### config.mk
export PLATFORM = sky130hd
export DESIGN_NAME = vector_load_seq
export DESIGN_NICKNAME = d
export VERILOG_FILES = /design/src/rtl/vector_load_seq.sv
export SDC_FILE = /design/constraint.sdc
export NUM_CORES = 1
export LEC_CHECK = 0
export ABC_CLOCK_PERIOD_IN_PS = 3600
export CORE_MARGIN = 2
export CORE_UTILIZATION = 30
export DETAILED_ROUTE_END_ITERATION = 10
export PLACE_DENSITY = 0.67
export SLEW_MARGIN = 40
export SYNTH_ARGS = -nofsm -noshare
export SYNTH_HDL_FRONTEND = slang
export SYNTH_SLANG_ARGS = --single-unit
### constraint.sdc
create_clock -name i_clk -period 3.6 [get_ports i_clk]
set_input_delay 0.9 -clock i_clk [delete_from_list [all_inputs] [get_ports i_clk]]
set_output_delay 0.9 -clock i_clk [all_outputs]
set_load 0.005 [all_outputs]
### src/rtl/vector_load_seq.sv
// vector_load_seq: sequences a unit-stride vector load, one bus word read
// and one vector-register write per element (byte, half or word elements).
// Latency: 2 + 2*vl cycles from accepted start to o_done with zero-wait acks.
// Backpressure: REQ holds o_dbus_cyc/o_dbus_adr until i_dbus_ack; i_start is ignored while busy.
//
// Ports: i_clk/i_rst (sync, active-high); i_start/i_base_addr/i_width/i_vl/i_vd launch a load;
// o_busy/o_done/o_err report status; o_dbus_* / i_dbus_* form the read bus;
// o_mem_data/o_shift_offset/o_vreg_shift/o_width feed the external aligner, whose result
// i_aligned is written through o_vreg_we/o_vreg_addr/o_vreg_wdata/o_vreg_be.
// Optional macro VECTOR_LOAD_TIMEOUT_EN: abort a REQ with err=1 after 255 cycles without ack.
module vector_load_seq (
    input  logic        i_clk,
    input  logic        i_rst,
    input  logic        i_start,
    input  logic [31:0] i_base_addr,
    input  logic [2:0]  i_width,
    input  logic [5:0]  i_vl,
    input  logic [4:0]  i_vd,
    output logic        o_busy,
    output logic        o_done,
    output logic        o_err,
    output logic [31:0] o_dbus_adr,
    output logic        o_dbus_cyc,
    output logic [3:0]  o_dbus_sel,
    input  logic        i_dbus_ack,
    input  logic [31:0] i_dbus_rdt,
    output logic [31:0] o_mem_data,
    output logic [1:0]  o_shift_offset,
    output logic [1:0]  o_vreg_shift,
    output logic [2:0]  o_width,
    input  logic [31:0] i_aligned,
    output logic        o_vreg_we,
    output logic [7:0]  o_vreg_addr,
    output logic [31:0] o_vreg_wdata,
    output logic [3:0]  o_vreg_be
);

    typedef enum logic [2:0] {
        S_IDLE  = 3'd0,
        S_CHECK = 3'd1,
        S_REQ   = 3'd2,
        S_WRITE = 3'd3,
        S_DONE  = 3'd4
    } state_t;

    state_t      state_q, state_d;
    logic [31:0] base_q, base_d;
    logic [2:0]  width_q, width_d;
    logic [5:0]  vl_q, vl_d;
    logic [4:0]  vd_q, vd_d;
    logic [5:0]  idx_q, idx_d;
    logic        err_q, err_d;
    logic [31:0] mem_data_q, mem_data_d;

`ifdef VECTOR_LOAD_TIMEOUT_EN
    logic [7:0]  to_cnt_q, to_cnt_d;
`endif

    logic [1:0]  sz_shift;     // log2 of element size in bytes
    logic [31:0] elem_off;     // byte offset of the current element from base
    logic [31:0] elem_addr;
    logic [7:0]  byte_cnt;     // vl * E, at most 63*4 = 252
    logic        misaligned;
    logic [1:0]  lane;
    logic [3:0]  be_val;
    logic [5:0]  idx_inc;

    // Element geometry is derived from the latched fields so it stays
    // stable across REQ and WRITE of each element.
    always_comb begin
        sz_shift = 2'd0;
        if (width_q == 3'b101) begin
            sz_shift = 2'd1;
        end else if (width_q == 3'b110) begin
            sz_shift = 2'd2;
        end
        elem_off   = {26'd0, idx_q} << sz_shift;
        elem_addr  = base_q + elem_off;
        byte_cnt   = {2'b00, vl_q} << sz_shift;
        misaligned = ((sz_shift == 2'd1) && base_q[0]) ||
                     ((sz_shift == 2'd2) && (base_q[1:0] != 2'b00));
        idx_inc    = idx_q + 6'd1;

        // Lane is the element's slot within its destination word: i mod (4/E).
        lane   = 2'd0;
        be_val = 4'hF;
        case (sz_shift)
            2'd0: begin
                lane   = idx_q[1:0];
                be_val = 4'b0001 << lane;
            end
            2'd1: begin
                lane   = {1'b0, idx_q[0]};
                be_val = idx_q[0] ? 4'b1100 : 4'b0011;
            end
            default: begin
                lane   = 2'd0;
                be_val = 4'hF;
            end
        endcase
    end

    always_comb begin
        state_d    = state_q;
        base_d     = base_q;
        width_d    = width_q;
        vl_d       = vl_q;
        vd_d       = vd_q;
        idx_d      = idx_q;
        err_d      = err_q;
        mem_data_d = mem_data_q;
`ifdef VECTOR_LOAD_TIMEOUT_EN
        // Held at zero outside REQ so every entry to REQ starts a fresh count.
        to_cnt_d   = (state_q == S_REQ) ? to_cnt_q : 8'd0;
`endif
        case (state_q)
            S_IDLE: begin
                if (i_start) begin
                    base_d  = i_base_addr;
                    width_d = i_width;
                    vl_d    = i_vl;
                    vd_d    = i_vd;
                    idx_d   = 6'd0;
                    err_d   = 1'b0;
                    state_d = S_CHECK;
                end
            end
            S_CHECK: begin
                if (misaligned || (byte_cnt > 8'd32)) begin
                    err_d   = 1'b1;
                    state_d = S_DONE;
                end else if (vl_q == 6'd0) begin
                    state_d = S_DONE;
                end else begin
                    state_d = S_REQ;
                end
            end
            S_REQ: begin
                if (i_dbus_ack) begin
                    mem_data_d = i_dbus_rdt;
                    state_d    = S_WRITE;
`ifdef VECTOR_LOAD_TIMEOUT_EN
                end else if (to_cnt_q == 8'd254) begin
                    // This edge is the 255th REQ cycle without ack.
                    err_d   = 1'b1;
                    state_d = S_DONE;
                end else begin
                    to_cnt_d = to_cnt_q + 8'd1;
`endif
                end
            end
            S_WRITE: begin
                idx_d   = idx_inc;
                state_d = (idx_inc < vl_q) ? S_REQ : S_DONE;
            end
            S_DONE: begin
                state_d = S_IDLE;
            end
            default: begin
                state_d = S_IDLE;
            end
        endcase
    end

    always_ff @(posedge i_clk) begin
        if (i_rst) begin
            state_q    <= S_IDLE;
            base_q     <= 32'd0;
            width_q    <= 3'd0;
            vl_q       <= 6'd0;
            vd_q       <= 5'd0;
            idx_q      <= 6'd0;
            err_q      <= 1'b0;
            mem_data_q <= 32'd0;
`ifdef VECTOR_LOAD_TIMEOUT_EN
            to_cnt_q   <= 8'd0;
`endif
        end else begin
            state_q    <= state_d;
            base_q     <= base_d;
            width_q    <= width_d;
            vl_q       <= vl_d;
            vd_q       <= vd_d;
            idx_q      <= idx_d;
            err_q      <= err_d;
            mem_data_q <= mem_data_d;
`ifdef VECTOR_LOAD_TIMEOUT_EN
            to_cnt_q   <= to_cnt_d;
`endif
        end
    end

    assign o_busy         = (state_q == S_CHECK) || (state_q == S_REQ) || (state_q == S_WRITE);
    assign o_done         = (state_q == S_DONE);
    assign o_err          = (state_q == S_DONE) && err_q;
    assign o_dbus_cyc     = (state_q == S_REQ);
    assign o_dbus_sel     = (state_q == S_REQ) ? 4'hF : 4'h0;
    assign o_dbus_adr     = {elem_addr[31:2], 2'b00};
    assign o_mem_data     = mem_data_q;
    assign o_shift_offset = elem_addr[1:0];
    assign o_vreg_shift   = lane;
    assign o_width        = width_q;
    assign o_vreg_we      = (state_q == S_WRITE);
    assign o_vreg_addr    = {vd_q, elem_off[4:2]};
    assign o_vreg_wdata   = i_aligned;
    assign o_vreg_be      = (state_q == S_WRITE) ? be_val : 4'h0;

endmodule

**Word-level counts from Yosys, hierarchy flattened**

Index checks and enable logic that the tools add are counted.

- Output and inout bits: 124
- Word-level logic and storage cells: 62
- Register bits after elaboration: 88
- Bits of input ports: 114

- Reductions and logical operators: 18
- Shift-type cells: 3
- Muxes and demuxes: 18
- Eq/ne operators: 11
- $add $sub $neg: 2
- Magnitude comparators: 2

Operators with widths:

| cell | number |
|---|---|
| adder 32 bit | 1 |
| << shifter 6 x 2 -> 32 bit | 1 |
| 2-to-1 mux 3 bit | 5 |
| 2-to-1 mux 4 bit | 3 |
| one-hot mux 3 bit (4 select lines) | 1 |
| one-hot mux 6 bit (2 select lines) | 1 |
| equality test 3 bit (second input constant) | 3 |
| > comparator 8 x 6 -> 1 bit (second input constant) | 1 |
| one-hot mux 4 bit (2 select lines) | 1 |
| AND reduction 2 bit | 4 |
| << shifter 6 x 2 -> 8 bit | 1 |
| adder 6 x 1 -> 6 bit (second input constant) | 1 |
| equality test 3 x 2 -> 1 bit (second input constant) | 2 |
| zero test 6 bit | 1 |
| less-than comparator 6 bit | 1 |
| 2-to-1 mux 6 bit | 1 |
| nonzero test 2 bit | 3 |
| logical OR 1 bit | 4 |
| 2-to-1 mux 2 bit | 2 |
| inequality test 2 bit (second input constant) | 2 |
| one-hot mux 2 bit (2 select lines) | 1 |
| << shifter 1 x 2 -> 4 bit (first input constant) | 1 |
| equality test 3 x 1 -> 1 bit (second input constant) | 1 |
| logical AND 1 bit | 3 |
| other kinds (8) | 9 |

**Longest topological paths before layout**

Gate-level depths: netlist of run 1.

- Word-level depth: 9
- Depth in mapped cells: 12
- Gate-level depth less buffers: 11

**Worst setup path before layout of run 1**

OpenSTA, ideal clock, no wires.

- Path kind: register to output
- From: reg width_q[1] (netlist: o_width[1])
- To: out o_dbus_adr[12]
- Setup slack: -0.173 ns
- Data arrival time: 2.873 ns
- Stages on the path, launching flop included: 12
- Path through: dfxtp_1 -> and2b_1 -> nand2_1 -> buf_2 -> mux4_2 -> ha_1 -> a21o_1 -> o21bai_1 -> a21oi_1 -> o21ai_0 -> nand4_1 -> xnor2_1

- Longest elaborated chain between the ends: 5
- Elaborated cells between the ends (all ways): 6

RTL lines:

| element | RTL line | source |
|---|---|---|
| start, declared | 48 | `logic [2:0] width_q, width_d;` |
| start signal, assigned | 181 | `width_q <= width_d;` |
| equality test 3 bit | 74 | `end else if (width_q == 3'b110) begin` |
| 2-to-1 mux 2 bit | 74 |  |
| 2-to-1 mux 2 bit * | 72 | `if (width_q == 3'b101) begin` |
| << shifter 6 x 2 -> 32 bit * | 77 | `elem_off = {26'd0, idx_q} << sz_shift;` |
| via o_vreg_addr[2] | 33 | `output logic [7:0] o_vreg_addr,` |
| adder 32 bit * | 78 | `elem_addr = base_q + elem_off;` |
| end, declared | 22 | `output logic [31:0] o_dbus_adr,` |

Mark *: on every way through the listed nets, which the timed path passes. The rest lies on a longest branch.

**Worst setup path after layout of run 1**

- From: reg width_q[1] (netlist: o_width[1])
- To: out o_dbus_adr[21]

- Longest elaborated chain between the ends: 5
- Elaborated cells between the ends (all ways): 6

RTL lines:

| element | RTL line |
|---|---|
| equality test 3 bit | 74 |
| 2-to-1 mux 2 bit | 74 |
| 2-to-1 mux 2 bit * | 72 |
| << shifter 6 x 2 -> 32 bit * | 77 |
| adder 32 bit * | 78 |

Mark *: on every way between the ends. The rest lies on a longest branch, timed or not.

==> impl_metrics.toml, run 1 <==
[sta]
worst_slack_ps = -416
fmax_mhz = 249
finalHoldViolations = 0
holdWs_ps = 452
worstMarginPinSlew_ps = 664
period_needed_ps = 4020
post-route-period-util = 1.12
fin_tns_setup_ps = -7870
rsz0062_at_grt = "yes"
slew_viol_final = 0
clock_skew_ps = 7.60
setup_violations = 28
slew_headroom = 0.558

[synth]
synth.area.top_cells = "dfxtp_1 37%, nand2_1 14%, a21oi_1 10%"
syn_area_per_cell_um2 = 7.59
synthFlopType = "dfxtp_1"
netlist.area_leader.share = 0.368
syn_area_um2 = 4790
async_flop_share = 0
synth_edf_count = 0
synth_common_cells = "183 x nand2_1, 98 x a21oi_1, 88 x dfxtp_1"
ys_warn_count = 0
ys_types = 49
postSynthCellCount = 631
yosys.cell_count.top_type = "nand2_1"
synth-seq-cells = 88
synth_seq_area_share = 0.368
synth_top_area_cell = "dfxtp_1"

[worst_setup_path]
required_ps = 2700
startpoint_type = "flip-flop"
worstPathArrival_ps = 3120
criticalPathCategory = "flip-flop to output port"
end_kind = "output port"
path_max_fanout = 7

[cells_and_area]
area.growth.synth_to_final_pct = 49.8
fin_cells = 1019
antenna_cells = 0
layout-drive-gt1-share = 0.169
n_fill_cell = 1603
regArea_um2 = 1760
design_area_um2 = 7180
layout.nets = 933
multi_input_area_um2 = 2730

[detailed_routing]
vias_per_cell = 4.63
wl_per_cell_um = 13.9
route.detailed.drc = 0
vias = 4713
antenna_left = 0
dr.pass1.iters = 4
drt_iter0_markers = 238
totalWireLength_mm = 14.2

[grt]
grt_max_degree = 42
grt_usage = 0.166
antenna_found_initial = 0
grt_pass1_wl_mm = 22.3
grt_remaining_overflow = 0
grt_pass1_vias = 4420

[clocking]
clk_pin_slew_ps = 60
postCtsHoldBufs = 0
clk_latency_ps = 350
cts_max_level = 3
numCtsBuffers = 9
cts_tree = "yes"
cts_root_buf = "clkbuf_16"
cts.sinks = 88
clockBufferDepth = 2

[pwr]
total_power_mw = 2.84
leakage_nw = 2.85
power_density_nw_per_um2 = 396
ir_drop_v = 0.000245

[die]
coreArea_um2 = 15800
die_h_um = 130
start_util = 0.304
fp.dieW_um = 130
rows = 46
io-pin-count = 238
dieArea_um2 = 17000

[placed_design]
io_buffers = 171
gp_congestion = 0.811
dpl.cell_count = 992
place_area_um2 = 6740
hpwl_mm = 10.3

[status]
status = "complete, but fails checks"
violations = "setup timing"

[job]
drv_cap = 0

[min_path]
worstHoldPathType = "flip-flop to flip-flop"
final timing paths:
kind	start	endpoint	slack [ps]	cells past startpoint
max	o_width[1]	o_dbus_adr[21]	-420	13
min	o_mem_data[15]	o_mem_data[15]	450	2
max reg2reg	idx_q[0]	state_q[1]	1350	9
min reg2reg	o_mem_data[15]	o_mem_data[15]	450	2
cells in the final DEF, fill, tap and decap left out, types with 4 or more instances in the layout:
cell             instances
xnor2_1                 26
and3_1                   8
ha_1                    16
a22oi_1                  5
clkdlybuf4s50_1        141
nand3b_1                 4
buf_2                   22
o21ai_0                  8
inv_1                   11
nand2_1                177
clkbuf_16                9
a21oi_1                 93
nand2_2                  4
a21oi_2                  4
nand3_1                 13
nor2_1                  28
and2_1                   5
buf_4                   51
dfxtp_1                 87
nand3_2                  5
xor2_1                   6
buf_6                    5
nand4_1                  4
cells by family after synthesis:
kind of cell             Yosys count  synth area share
AND/OR/NAND/NOR                  266             0.241
AO/OA/AOI/OAI                    133             0.157
flip-flops                        88             0.368
buffers and inverters             84            0.0990
XOR/XNOR                          34            0.0622
adder cells (fa/ha/maj)           20            0.0538
multiplexers                       5            0.0183
other                              1          0.000783
worst max-delay path: stages, from the launching register on:
cell and delay [ps]:
dfxtp_2 320, and2b_2 230, nand2_4 110, mux4_2 560, ha_4 310, nand2_4 70, a21oi_4 130, o211ai_1 140
buf_4 160, a21oi_2 120, buf_6 150, nand4_1 120, xnor2_1 200, buf_2 150
registers in the layout, indices dropped and copies added (netlist names):
name	count
vd_q	5
idx_q	6
vl_q	6
base_q	32
o_mem_data	32
state_q	3
o_width	3
err_q	1
stage by stage:
step                setup slack, ps  utilization
floorplan                      6.64            -
global placement               -420        0.427
detailed placement             -487        0.427
CTS                            -409        0.452
global route                   -545        0.455
finish                         -416        0.455
routing by layer:
| layer | track usage | wire (um) | vias up |
|---|---|---|---|
| met5 | 0 | 0 | - |
| met1 | 0.206 | 6260 | 2149 |
| met4 | 0.0582 | 200 | 0 |
| li1 | - | - | 2399 |
| met2 | 0.268 | 6500 | 146 |
| met3 | 0.0615 | 1260 | 19 |
layout make-up:
| cell class | count | area share |
|---|---|---|
| Clock buffer | 12 | 0.0357 |
| Tap cell | 216 | 0.0377 |
| Clock inverter | 3 | 0.00907 |
| Timing Repair Buffer | 228 | 0.285 |
| Sequential cell | 88 | 0.246 |
| Multi-Input combinational cell | 461 | 0.381 |
| Inverter | 11 | 0.00575 |
power breakdown:
part	leakage [nW]	internal, mW	switching [mW]
Sequential	0.717	1.05	0.0826
Combinational	1.98	0.349	0.325
Clock	0.159	0.642	0.389
repair_timing:
item,CTS,global route
gates cloned,0,0
pin swaps,30,17
endpoints found under the setup margin,30,30
gates resized for setup,115,21
buffers inserted,9,3
(Power assumes the default switching activity.)
==> run 2, diff against run 1 <==
ABC_CLOCK_PERIOD_IN_PS = 3400   (was 3600)
REMOVE_ABC_BUFFERS = 1   (was unset)
clock period = 3.4 ns   (was 3.6 ns; I/O delays follow)
==> impl_metrics.toml, run 2 (synthesis gave the netlist of run 1 again) <==
[grt]
grt_remaining_overflow = 0
grt_usage = 0.180
grt_pass1_vias = 4594
grt_max_degree = 49
grt_pass1_wl_mm = 23.9
antenna_found_initial = 0

[clocking]
numCtsBuffers = 9
cts_tree = "yes"
cts_root_buf = "clkbuf_16"
clk_pin_slew_ps = 60
clk_latency_ps = 340
clockBufferDepth = 2
postCtsHoldBufs = 0
cts.sinks = 88
cts_max_level = 3

[sta]
fin_tns_setup_ps = -12760
slew_headroom = 0.526
period_needed_ps = 3960
slew_viol_final = 0
worstMarginPinSlew_ps = 710
post-route-period-util = 1.17
worst_slack_ps = -563
finalHoldViolations = 0
clock_skew_ps = 7.46
rsz0062_at_grt = "yes"
fmax_mhz = 252
setup_violations = 28

[min_path]
worstHoldStart = "o_mem_data[11]"
hold_depth = 2
worstHoldPathType = "flip-flop to flip-flop"
holdPathEnd = "o_mem_data[11]"

[placed_design]
io_buffers = 171
pre_cts_slack_ps = -657
dpl.cell_count = 995
hpwl_mm = 11.1
place_area_um2 = 6760
gp_congestion = 0.810

[die]
io-pin-count = 238
die_h_um = 130
coreArea_um2 = 15800
start_util = 0.304
dieArea_um2 = 17000
rows = 46
fp.dieW_um = 130

[worst_setup_path]
worstPathArrival_ps = 3110
r2r-start = "idx_q[0]"
rrSetupSlack_ps = 1190
path_max_fanout = 7
startpoint_type = "flip-flop"
required_ps = 2550
criticalPathCategory = "flip-flop to output port"
end_kind = "output port"
reg2reg_depth = 9
rr_endpoint = "state_q[1]"

[pwr]
pwr-share-clk = 0.342
intPower_mw = 2.09
leakage_nw = 2.90
p_sw_frac = 0.290
switchingPower_uw = 854
power_density_nw_per_um2 = 398
pwr-share-seq = 0.411
p_comb_frac = 0.247
ir_drop_v = 0.000283

[cells_and_area]
final_cell_mix = "174 x nand2_1, 139 x clkdlybuf4s50_1, 91 x a21oi_1, 86 x dfxtp_1, 56 x buf_4"
antenna_cells = 0
final_common_cell = "nand2_1"
design_area_um2 = 7390
final_util = 0.469
layout.nets = 945
fin_cells = 1032
layout-drive-gt1-share = 0.203
n_fill_cell = 1577
area.growth.synth_to_final_pct = 54.2

[detailed_routing]
totalWireLength_mm = 15.6
dr.pass1.iters = 4
drt_iter0_markers = 270
vias = 4843
wl_per_cell_um = 15.1
route.detailed.drc = 0
antenna_left = 0
vias_per_cell = 4.69

[status]
violations = "setup timing"
status = "complete, but fails checks"

[job]
drv_cap = 0
## run 2: cell types whose count changed in the layout (fill, tap and decap cells not counted), moves of 3 or more
| cell | before | now |
|---|---|---|
| buf_4 | 51 | 56 |
| nand2_2 | 4 | 8 |
| nand3_1 | 13 | 9 |
| ha_1 | 16 | 13 |
| ha_4 | 2 | 6 |
| buf_6 | 5 | 10 |
| nand2_1 | 177 | 174 |
| buf_2 | 22 | 25 |
## run 2: worst max path at each step
stage	startpoint	end	slack (ps)
final	o_width[1]	o_dbus_adr[25]	-560
after global routing	o_width[1]	o_dbus_adr[23]	-710
after CTS	o_width[1]	o_dbus_adr[20]	-570
after detailed placement	o_width[1]	o_dbus_adr[21]	-660
after global placement	o_width[1]	o_dbus_adr[21]	-600
after floorplan	i_start	idx_q[2]	-1880
## run 2: routing by layer
| layer | track usage | routed length [um] | up-vias |
|---|---|---|---|
| met2 | 0.265 | 6770 | 210 |
| li1 | - | - | 2417 |
| met4 | 0.0544 | 231 | 0 |
| met1 | 0.225 | 6630 | 2198 |
| met5 | 0.0147 | 0 | - |
| met3 | 0.0973 | 1990 | 18 |
## run 2: stage by stage
step,power [mW],hold slack (ps)
2_1_floorplan,1.53,421
6_report,2.94,453
3_5_place_dp,1.96,447
5_1_grt,3.10,475
3_3_place_gp,1.95,441
4_1_cts,2.96,455
## run 2: final cells by class
type	count	area, um2	share of cell area
multi-input cells	461	2850	0.386
repair buffers	240	2160	0.292
flip-flops and latches	88	1760	0.239
well taps	216	270	0.0366
clock buffers	11	243	0.0329
clock inverters	5	56.3	0.00762
inverters	11	41.3	0.00559
## run 2: critical path, stage by stage, from the launching register on
cell and delay (ps):
dfxtp_2 330, and2b_1 200, nand2_2 130, mux4_2 570
ha_4 310, a21o_1 140, buf_4 110, o211ai_1 80
buf_4 160, a21oi_4 280, nand3_1 150, xnor2_1 180
clkbuf_2 140
## run 2: power groups by stage
stage	sequential, mW	combinational (mW)	clock [mW]
2_1_floorplan	1.21	0.317	0
3_5_place_dp	1.22	0.738	0
3_3_place_gp	1.22	0.733	0
4_1_cts	1.20	0.722	1.04
6_report	1.21	0.727	1.01
5_1_grt	1.22	0.805	1.08
## run 2: repair_timing
item | CTS | global route
resized for setup | 143 | 30
endpoints found under the setup margin | 31 | 29
setup buffers | 17 | 7
gates cloned | 0 | 0
pin swaps | 30 | 24
